[src/rtl/ir_array_scan.sv]
// IR reflectance-array scanner: periodic emitter enable, settle, then NUM_CH A2D conversions.
// Define IR_SCAN_FILT_EN to store an IIR average (old + new + 1) >> 1 instead of raw samples.
module ir_array_scan #(
    parameter int unsigned        NUM_CH     = 8,
    parameter int unsigned        RES_W      = 12,
    parameter int unsigned        ROUND_W    = 18,
    parameter int unsigned        SETTLE_W   = 12,
    parameter logic [RES_W-1:0]   LINE_THRES = 12'h040
) (
    input  logic                      clk,
    input  logic                      rst,
    input  logic                      cnv_cmplt,
    input  logic [RES_W-1:0]          res,
    output logic                      strt_cnv,
    output logic [2:0]                chnnl,
    output logic                      IR_en,
    output logic                      IR_vld,
    output logic [NUM_CH*RES_W-1:0]   ir_vals,
    output logic                      line_present,
    output logic [2:0]                max_ch,
    output logic [RES_W-1:0]          max_val,
    output logic                      overrun
);

    localparam int unsigned CH_W   = 3;
    localparam int unsigned VALS_W = NUM_CH * RES_W;

    typedef enum logic [2:0] {IDLE, SETTLE, CONV, START, DONE} state_t;

    state_t              state, state_d;
    logic [ROUND_W-1:0]  round_cnt;
    logic [SETTLE_W-1:0] settle_cnt, settle_cnt_d;
    logic [CH_W-1:0]     chnnl_d, max_ch_d, run_idx, run_idx_d;
    logic [RES_W-1:0]    max_val_d, run_max, run_max_d, cap_val;
    logic [VALS_W-1:0]   ir_vals_d;
    logic                strt_cnv_d, IR_en_d, IR_vld_d, line_present_d, overrun_d;
    logic                round_tick_c;

    assign round_tick_c = &round_cnt;

`ifdef IR_SCAN_FILT_EN
    logic             first_scan, first_scan_d;
    logic [RES_W-1:0] old_val;
    logic [RES_W:0]   sum;

    // Rounded-half-up average of the stored value and the new sample
    always_comb begin
        old_val = '0;
        for (int k = 0; k < NUM_CH; k++) begin
            if (chnnl == CH_W'(k)) old_val = ir_vals[k*RES_W +: RES_W];
        end
        sum     = {1'b0, old_val} + {1'b0, res} + (RES_W+1)'(1);
        cap_val = first_scan ? res : sum[RES_W:1];
    end
`else
    assign cap_val = res;
`endif

    // Next-state and next-output logic
    always_comb begin
        state_d        = state;
        settle_cnt_d   = settle_cnt;
        chnnl_d        = chnnl;
        strt_cnv_d     = 1'b0;
        IR_en_d        = IR_en;
        IR_vld_d       = 1'b0;
        ir_vals_d      = ir_vals;
        line_present_d = line_present;
        max_ch_d       = max_ch;
        max_val_d      = max_val;
        overrun_d      = overrun;
        run_max_d      = run_max;
        run_idx_d      = run_idx;
`ifdef IR_SCAN_FILT_EN
        first_scan_d   = first_scan;
`endif

        if (round_tick_c && (state != IDLE)) overrun_d = 1'b1;

        case (state)
            IDLE: begin
                if (round_tick_c) begin
                    state_d      = SETTLE;
                    IR_en_d      = 1'b1;
                    settle_cnt_d = '0;
                    chnnl_d      = '0;
                end
            end
            SETTLE: begin
                settle_cnt_d = settle_cnt + SETTLE_W'(1);
                if (&settle_cnt) begin
                    strt_cnv_d = 1'b1;
                    state_d    = CONV;
                end
            end
            CONV: begin
                if (cnv_cmplt) begin
                    for (int k = 0; k < NUM_CH; k++) begin
                        if (chnnl == CH_W'(k)) ir_vals_d[k*RES_W +: RES_W] = cap_val;
                    end
                    // Strict compare: ties keep the lower channel index
                    if (cap_val > run_max) begin
                        run_max_d = cap_val;
                        run_idx_d = chnnl;
                    end
                    if (chnnl == CH_W'(NUM_CH-1)) begin
                        state_d = DONE;
                    end else begin
                        chnnl_d = chnnl + CH_W'(1);
                        state_d = START;
                    end
                end
            end
            START: begin
                strt_cnv_d = 1'b1;
                state_d    = CONV;
            end
            DONE: begin
                IR_vld_d       = 1'b1;
                IR_en_d        = 1'b0;
                max_ch_d       = run_idx;
                max_val_d      = run_max;
                line_present_d = (run_max > LINE_THRES);
                run_max_d      = '0;
                run_idx_d      = '0;
                chnnl_d        = '0;
                state_d        = IDLE;
`ifdef IR_SCAN_FILT_EN
                first_scan_d   = 1'b0;
`endif
            end
            default: state_d = IDLE;
        endcase
    end

    // State and output registers
    always_ff @(posedge clk) begin
        if (rst) begin
            state        <= IDLE;
            round_cnt    <= '0;
            settle_cnt   <= '0;
            chnnl        <= '0;
            strt_cnv     <= 1'b0;
            IR_en        <= 1'b0;
            IR_vld       <= 1'b0;
            ir_vals      <= '0;
            line_present <= 1'b0;
            max_ch       <= '0;
            max_val      <= '0;
            overrun      <= 1'b0;
            run_max      <= '0;
            run_idx      <= '0;
`ifdef IR_SCAN_FILT_EN
            first_scan   <= 1'b1;
`endif
        end else begin
            state        <= state_d;
            round_cnt    <= round_cnt + ROUND_W'(1);
            settle_cnt   <= settle_cnt_d;
            chnnl        <= chnnl_d;
            strt_cnv     <= strt_cnv_d;
            IR_en        <= IR_en_d;
            IR_vld       <= IR_vld_d;
            ir_vals      <= ir_vals_d;
            line_present <= line_present_d;
            max_ch       <= max_ch_d;
            max_val      <= max_val_d;
            overrun      <= overrun_d;
            run_max      <= run_max_d;
            run_idx      <= run_idx_d;
`ifdef IR_SCAN_FILT_EN
            first_scan   <= first_scan_d;
`endif
        end
    end

endmodule

[config.mk]
export PLATFORM = sky130hd
export DESIGN_NAME = ir_array_scan
export DESIGN_NICKNAME = d
export VERILOG_FILES = /design/src/rtl/ir_array_scan.sv
export SDC_FILE = /design/constraint.sdc
export NUM_CORES = 1
export LEC_CHECK = 0
export ABC_AREA = 1
export CAP_MARGIN = 20
export CORE_UTILIZATION = 45
export CTS_BUF_LIST = sky130_fd_sc_hd__clkbuf_16
export CTS_CLUSTER_SIZE = 16
export DETAILED_ROUTE_END_ITERATION = 6
export GPL_TIMING_DRIVEN = 0
export PLACE_DENSITY = 0.69
export SYNTH_ARGS = -nofsm -noshare
export SYNTH_HDL_FRONTEND = slang
export SYNTH_SLANG_ARGS = --single-unit
[constraint.sdc]
create_clock -name clk -period 2.3 [get_ports clk]
set_input_delay 0.23 -clock clk [delete_from_list [all_inputs] [get_ports clk]]
set_output_delay 0.23 -clock clk [all_outputs]
set_load 0.03 [all_outputs]
==> results of run 1 <==
-- layout by cell type, fill, tap and decap left out, drive strengths merged, types with 2 or more instances in the layout --
cell	count
buf	23
ha	20
a31oi	2
clkdlybuf4s50	132
nand3	91
o21ai	106
a21oi	83
nand2	104
clkbuf	53
nor2	189
nor3	7
clkinvlp	3
clkinv	11
inv	74
nand4	7
xor2	2
dfxtp	167
-- metal layers --
layer  part of all wire, %  track usage (%)
met1                    47            33.43
met2                    45            39.22
met3                   6.5            4.928
met4                   1.5            7.532
met5                     0                0
-- where the power goes --
| group | total, mW | switching (mW) | internal (mW) | leakage, nW |
|---|---|---|---|---|
| logic | 0.414 | 0.287 | 0.126 | 1.74 |
| clock network | 2.59 | 1.21 | 1.38 | 0.258 |
| registers | 2.95 | 0.0318 | 2.91 | 1.35 |
-- worst max path at each step --
stage,endpoint,startpoint,cells after the start,slack [ns]
CTS,run_max[5]$_SDFFE_PP0P_,run_max[11]$_SDFFE_PP0P_,9,0.30
detailed placement,run_idx[1]$_SDFFE_PP0P_,res[0],13,-0.1
floorplan,run_max[3]$_SDFFE_PP0P_,run_max[11]$_SDFFE_PP0P_,12,0.66
global route,run_max[9]$_SDFFE_PP0P_,run_max[11]$_SDFFE_PP0P_,12,0.11
global placement,run_idx[1]$_SDFFE_PP0P_,res[0],13,-0.11
finish,run_max[5]$_SDFFE_PP0P_,run_max[11]$_SDFFE_PP0P_,9,0.26
-- sequential cells by signal (all words and copies together) (netlist names), 12 cells and up --
name,flops
round_cnt,18
max_val,12
ir_vals,96
run_max,12
settle_cnt,12
-- metrics by stage --
| stage | cell area (µm²) | utilization (%) | std cells | hold WS [ns] |
|---|---|---|---|---|
| after floorplan | 6883 | - | 916 | 0.3944 |
| after global placement | 8434 | 57.17 | 1232 | 0.4316 |
| after detailed placement | 8434 | 57.17 | 1232 | 0.4378 |
| after CTS | 8967 | 60.78 | 1264 | 0.3919 |
| after global routing | 8967 | 60.78 | 1264 | 0.4674 |
| final | 8967 | 60.78 | 1264 | 0.4264 |
-- critical path: cells and delay by family, from the launching register on --
family	cells	cell delay, ns
buffers and inverters	2	0.24
AND/OR/NAND/NOR	4	0.75
flip-flops	1	0.37
AO/OA/AOI/OAI	2	0.32
adder cells (fa/ha/maj)	1	0.29
-- cell families after synthesis --
family | Yosys count
AND/OR/NAND/NOR | 400
AO/OA/AOI/OAI | 194
flip-flops | 167
buffers and inverters | 132
adder cells (fa/ha/maj) | 20
XOR/XNOR | 3
-- final cells by class --
cell class / count / area, µm²
fillers: 1364 / 5787
flip-flops and latches: 167 / 3343
multi-input cells: 617 / 2962
repair buffers: 132 / 1321
clock buffers: 17 / 425.4
plain buffers: 59 / 300.3
inverters: 73 / 277.8
well taps: 184 / 230.2
clock inverters: 15 / 107.6
==> flow_summary.json, run 1 <==
{
  "p_leak_nw": 3.345,
  "cts.repair.resized": 0,
  "synthToLayoutAreaGrowth_pct": 30.29,
  "synth_area_leaders": "dfxtp_1 49%, nor2_1 10%, nand3_1 6.4%",
  "grt_pass1_wl_um": 30080,
  "antennaDiodeCount": 0,
  "post-route-min-period_ns": 2.039,
  "wl_um": 18860,
  "synth_compound_area_share_pct": 14.25,
  "clock_skew_ns": 0.009012,
  "drtPass1Iterations": 7,
  "first_global_vias": 5722,
  "core.rowCount": 44,
  "synth-async-reset-ratio_pct": 0,
  "whs_path_depth": 3,
  "syn_nets": 951,
  "overflow": 0,
  "antenna_found_initial": 0,
  "rsz0062_at_grt": "no",
  "r2r_start": "run_max[11]$_SDFFE_PP0P_",
  "fp.coreArea_mm2": 0.01475,
  "cts_hold_buf": 0,
  "start_util_pct": 46.65,
  "path_common_cell": "nand3_1",
  "cts_buffers": 17,
  "synthCells": 916,
  "synthAdderAreaFrac_pct": 3.636,
  "ys_types": 31,
  "ant_nets": 0,
  "hold_viol": 0,
  "synth_flop_cell": "dfxtp_1",
  "min_to": "ir_vals[45]$_SDFFE_PP0P_",
  "r2r-end": "run_max[5]$_SDFFE_PP0P_",
  "hp-class": "input port to register",
  "wire_per_inst_um": 14.92,
  "die_h_um": 125.7,
  "track_usage_pct": 24.55,
  "setup_viol": 0,
  "synth_most_common_cell": "nor2_1",
  "vias": 6417,
  "drive_gt1_share_pct": 6.204,
  "clock_path_buffers": 2,
  "violations": "design-rule violations",
  "cts_setup_buffers": 0,
  "synth_xor_xnor_area_share_pct": 0.3817,
  "fin_tns_setup_ns": 0,
  "yosysTopAreaCell": "dfxtp_1",
  "cts_tree": "built",
  "gp_congestion": 0.8291,
  "endpoint_kind": "register",
  "maxSlewViolCount": 0,
  "path_cells": "inv_1 > ha_1 > a21o_1 > nor2_1 > nand3_1 > nand2_2 > buf_6 > nand3_1 > a21oi_1",
  "clk_latency_ns": 0.44,
  "cts.sinks": 167,
  "peakVddDrop_v": 0.0004874,
  "crit_fanout": 10,
  "ys_seq_elements": 167,
  "synth_top_family_by_area": "simple AND/OR/NAND/NOR gates",
  "p_total_mw": 5.956,
  "critPathMaxStageDelay_ns": 0.37,
  "cellPowerDensity_mw_per_mm2": 664.1,
  "synth.top_cell.area_share_pct": 48.57,
  "dieArea_mm2": 0.01579,
  "grt_max_degree": 17,
  "max_cap_violations": 0,
  "pin_count": 134,
  "portBuffers": 132,
  "fmax_ghz": 0.4905,
  "vias_per_cell": 5.077,
  "start_kind": "register",
  "layout_setup_ws_ns": 0.2611,
  "status": "finished, violations left",
  "cts-root-buf": "clkbuf_16",
  "dp_worst_setup_slack_ns": -0.09619,
  "netlist_area_mm2": 0.006883,
  "crit_type": "register to register",
  "die_x_um": 125.7,
  "drt-initial-drc-count": 559,
  "clk_pin_slew_ns": 0.06,
  "arrival_ns": 2.39,
  "syn_avg_cell_area_um2": 7.514,
  "hp-start": "rst",
  "synth_commonest_cells": "185 x nor2_1, 167 x dfxtp_1, 103 x nand2_1, 88 x nand3_1, 87 x o21ai_0",
  "relSlewSlack_pct": 48.65,
  "worst_path_max_delay_cell": "dfxtp_1",
  "yosysSeqAreaShare_pct": 48.57,
  "drc": 16,
  "synth_edf_count": 0,
  "ff2ff_setup_slack_ns": 0.26,
  "yosys-mux-area-fraction_pct": 0,
  "fin_crit_sh_pct": 88.65,
  "tightestPinTransition_ns": 0.7702,
  "cts_htree_levels": 4,
  "cp_data_required_time_ns": 2.66,
  "r2r_cells": 9,
  "finalNetCount": 1102,
  "yosys_warnings": 0,
  "synthSimpleGateAreaFrac_pct": 24.76,
  "hpwl_um": 13430
}
Note: power is estimated with default switching activity, not from simulation.
==> inputs of run 2 (changes only) <==
--- a/config.mk
+++ b/config.mk
@@ -7,12 +7,12 @@
 export LEC_CHECK = 0
 export ABC_AREA = 1
 export CAP_MARGIN = 20
-export CORE_UTILIZATION = 45
+export CORE_UTILIZATION = 40
 export CTS_BUF_LIST = sky130_fd_sc_hd__clkbuf_16
 export CTS_CLUSTER_SIZE = 16
 export DETAILED_ROUTE_END_ITERATION = 6
 export GPL_TIMING_DRIVEN = 0
-export PLACE_DENSITY = 0.69
+export PLACE_DENSITY = 0.62
 export SYNTH_ARGS = -nofsm -noshare
 export SYNTH_HDL_FRONTEND = slang
 export SYNTH_SLANG_ARGS = --single-unit
==> run 2 against run 1 <==
Compared with the run above: the run now ends clean; sequential power barely moved; cell area rose by 1.2%; setup slack got worse by 0.036 ns; clock power rose by 11%; non-clock buffer count did not move; combinational power rose by 2%; total power rose by 4.9%; die area rose by 12%; hold slack improved by 0.0068 ns; routed wire length rose by 4.5%; cell count rose by 2.8%.
==> flow_summary.json, run 2 (same netlist as run 1, synthesis figures left out) <==
{
  "status": "finished clean",
  "clk_pin_slew_ns": 0.07,
  "start_kind": "input port",
  "endpoint_kind": "register",
  "wl_um": 19700,
  "cts_setup_buffers": 0,
  "layout_common_cells": "185 x nor2_1, 167 x dfxtp_1, 132 x clkdlybuf4s50_1",
  "vias_per_cell": 4.952,
  "cts.repair.resized": 0,
  "cts_buffers": 17,
  "die_h_um": 133.2,
  "grt_max_degree": 17,
  "synthToLayoutAreaGrowth_pct": 31.81,
  "cts_htree_levels": 4,
  "drc": 0,
  "gp_congestion": 0.8380,
  "crit_fanout": 10,
  "portBuffers": 132,
  "vias": 6438,
  "fp.coreArea_mm2": 0.01670,
  "cts.sinks": 167,
  "p_leak_nw": 3.372,
  "hpwl_um": 13870,
  "overflow": 0,
  "fin_crit_sh_pct": 90.23,
  "hold_viol": 0,
  "final_common_cell": "nor2_1",
  "first_global_vias": 5784,
  "antenna_found_initial": 0,
  "p_total_mw": 6.247,
  "largest_reg_flops": 96,
  "cellPowerDensity_mw_per_mm2": 688.6,
  "post-route-min-period_ns": 2.075,
  "relSlewSlack_pct": 45.52,
  "wire_per_inst_um": 15.15,
  "clk_latency_ns": 0.43,
  "largest-register": "ir_vals",
  "grt_pass1_wl_um": 30710,
  "ff2ff_setup_slack_ns": 0.26,
  "arrival_ns": 2.44,
  "clock_skew_ns": 0.007097,
  "core.rowCount": 47,
  "stdcell_count": 1300,
  "peakVddDrop_v": 0.0005220,
  "setup_viol": 0,
  "fmax_ghz": 0.4819,
  "cp_data_required_time_ns": 2.66,
  "clock_path_buffers": 2,
  "pin_count": 134,
  "crit_type": "input port to register",
  "drtPass1Iterations": 6,
  "die_x_um": 133.2,
  "antennaDiodeCount": 0,
  "start_util_pct": 41.21,
  "cts_tree": "built",
  "fin_tns_setup_ns": 0,
  "maxSlewViolCount": 0,
  "hp-class": "input port to register",
  "drive_gt1_share_pct": 6.481,
  "top_regs": "ir_vals x96, round_cnt x18",
  "ant_nets": 0,
  "rsz0062_at_grt": "no",
  "place_inst": 1268,
  "drt-initial-drc-count": 430,
  "cts_hold_buf": 0,
  "finalNetCount": 1102,
  "dieArea_mm2": 0.01774,
  "max_cap_violations": 0,
  "tightestPinTransition_ns": 0.8173,
  "track_usage_pct": 22.43,
  "cts-root-buf": "clkbuf_16"
}
-- run 2: cell count changes in the layout (fill, tap and decap cells not counted) --
cell and delta:
inv_8 +1, bufinv_16 +2, inv_1 -1, clkinv_1 -2
inv_6 +2, clkinv_4 -2
-- run 2: where the power goes --
part | internal (mW) | switching [mW]
combinational | 0.127 | 0.295
clock | 1.63 | 1.25
sequential | 2.91 | 0.0335
total | 4.67 | 1.58
-- run 2: path summary, 6_finish.rpt --
path,start,to,cells after the start
hold / removal,rst,run_max[0]$_SDFFE_PP0P_,3
setup reg to reg,run_max[11]$_SDFFE_PP0P_,run_idx[1]$_SDFFE_PP0P_,11
setup / recovery,res[0],run_idx[1]$_SDFFE_PP0P_,13
hold reg to reg,round_cnt[0]$_SDFF_PP0_,round_cnt[0]$_SDFF_PP0_,1
-- run 2: per-layer routing --
metal | vias to the layer above | part of all wire (%) | GRT usage, %
met4 | 0 | 1.4 | 6.503
li1 | 3300 | - | -
met1 | 2937 | 47 | 30.40
met2 | 182 | 46 | 36.50
met3 | 19 | 5.9 | 4.033
met5 | - | 0 | 0
-- run 2: critical path, stage by stage --
cell and delay [ns]:
clkdlybuf4s50_1 0.57, inv_1 0.25, ha_1 0.28, inv_1 0.05, nand2_1 0.04, nand2_1 0.05, nand2_1 0.05, nand2_1 0.05
nand2_1 0.05, nand3_1 0.23, buf_2 0.28, nand3_1 0.14, a21oi_1 0.16
-- run 2: layout make-up --
class	instances	area, µm²
fill	1678	7629
clock buffer	17	425.4
timing repair buffer	132	1321
tap	220	275.3
clock inverter	15	167.7
inverter	73	277.8
sequential	167	3343
multi-input combinational	617	2962
buffer	59	300.3
-- run 2: through the flow --
step | worst slack (ns) | hold slack, ns | util (%) | cell area, µm²
4_1_cts | 0.2627 | 0.4185 | 54.32 | 9072
3_3_place_gp | -0.1599 | 0.4295 | 50.77 | 8479
2_1_floorplan | 0.6555 | 0.3944 | - | 6883
5_1_grt | 0.08727 | 0.4733 | 54.32 | 9072
6_report | 0.2247 | 0.4332 | 54.32 | 9072
3_5_place_dp | -0.1679 | 0.4407 | 50.77 | 8479
==> inputs of run 3 (changes only) <==
--- a/config.mk
+++ b/config.mk
@@ -13,6 +13,7 @@
 export DETAILED_ROUTE_END_ITERATION = 6
 export GPL_TIMING_DRIVEN = 0
 export PLACE_DENSITY = 0.62
+export SKIP_CTS_REPAIR_TIMING = 1
 export SYNTH_ARGS = -nofsm -noshare
 export SYNTH_HDL_FRONTEND = slang
 export SYNTH_SLANG_ARGS = --single-unit
==> results of run 3 <==
Final layout, timing and power as in run 2 (identical DEF).
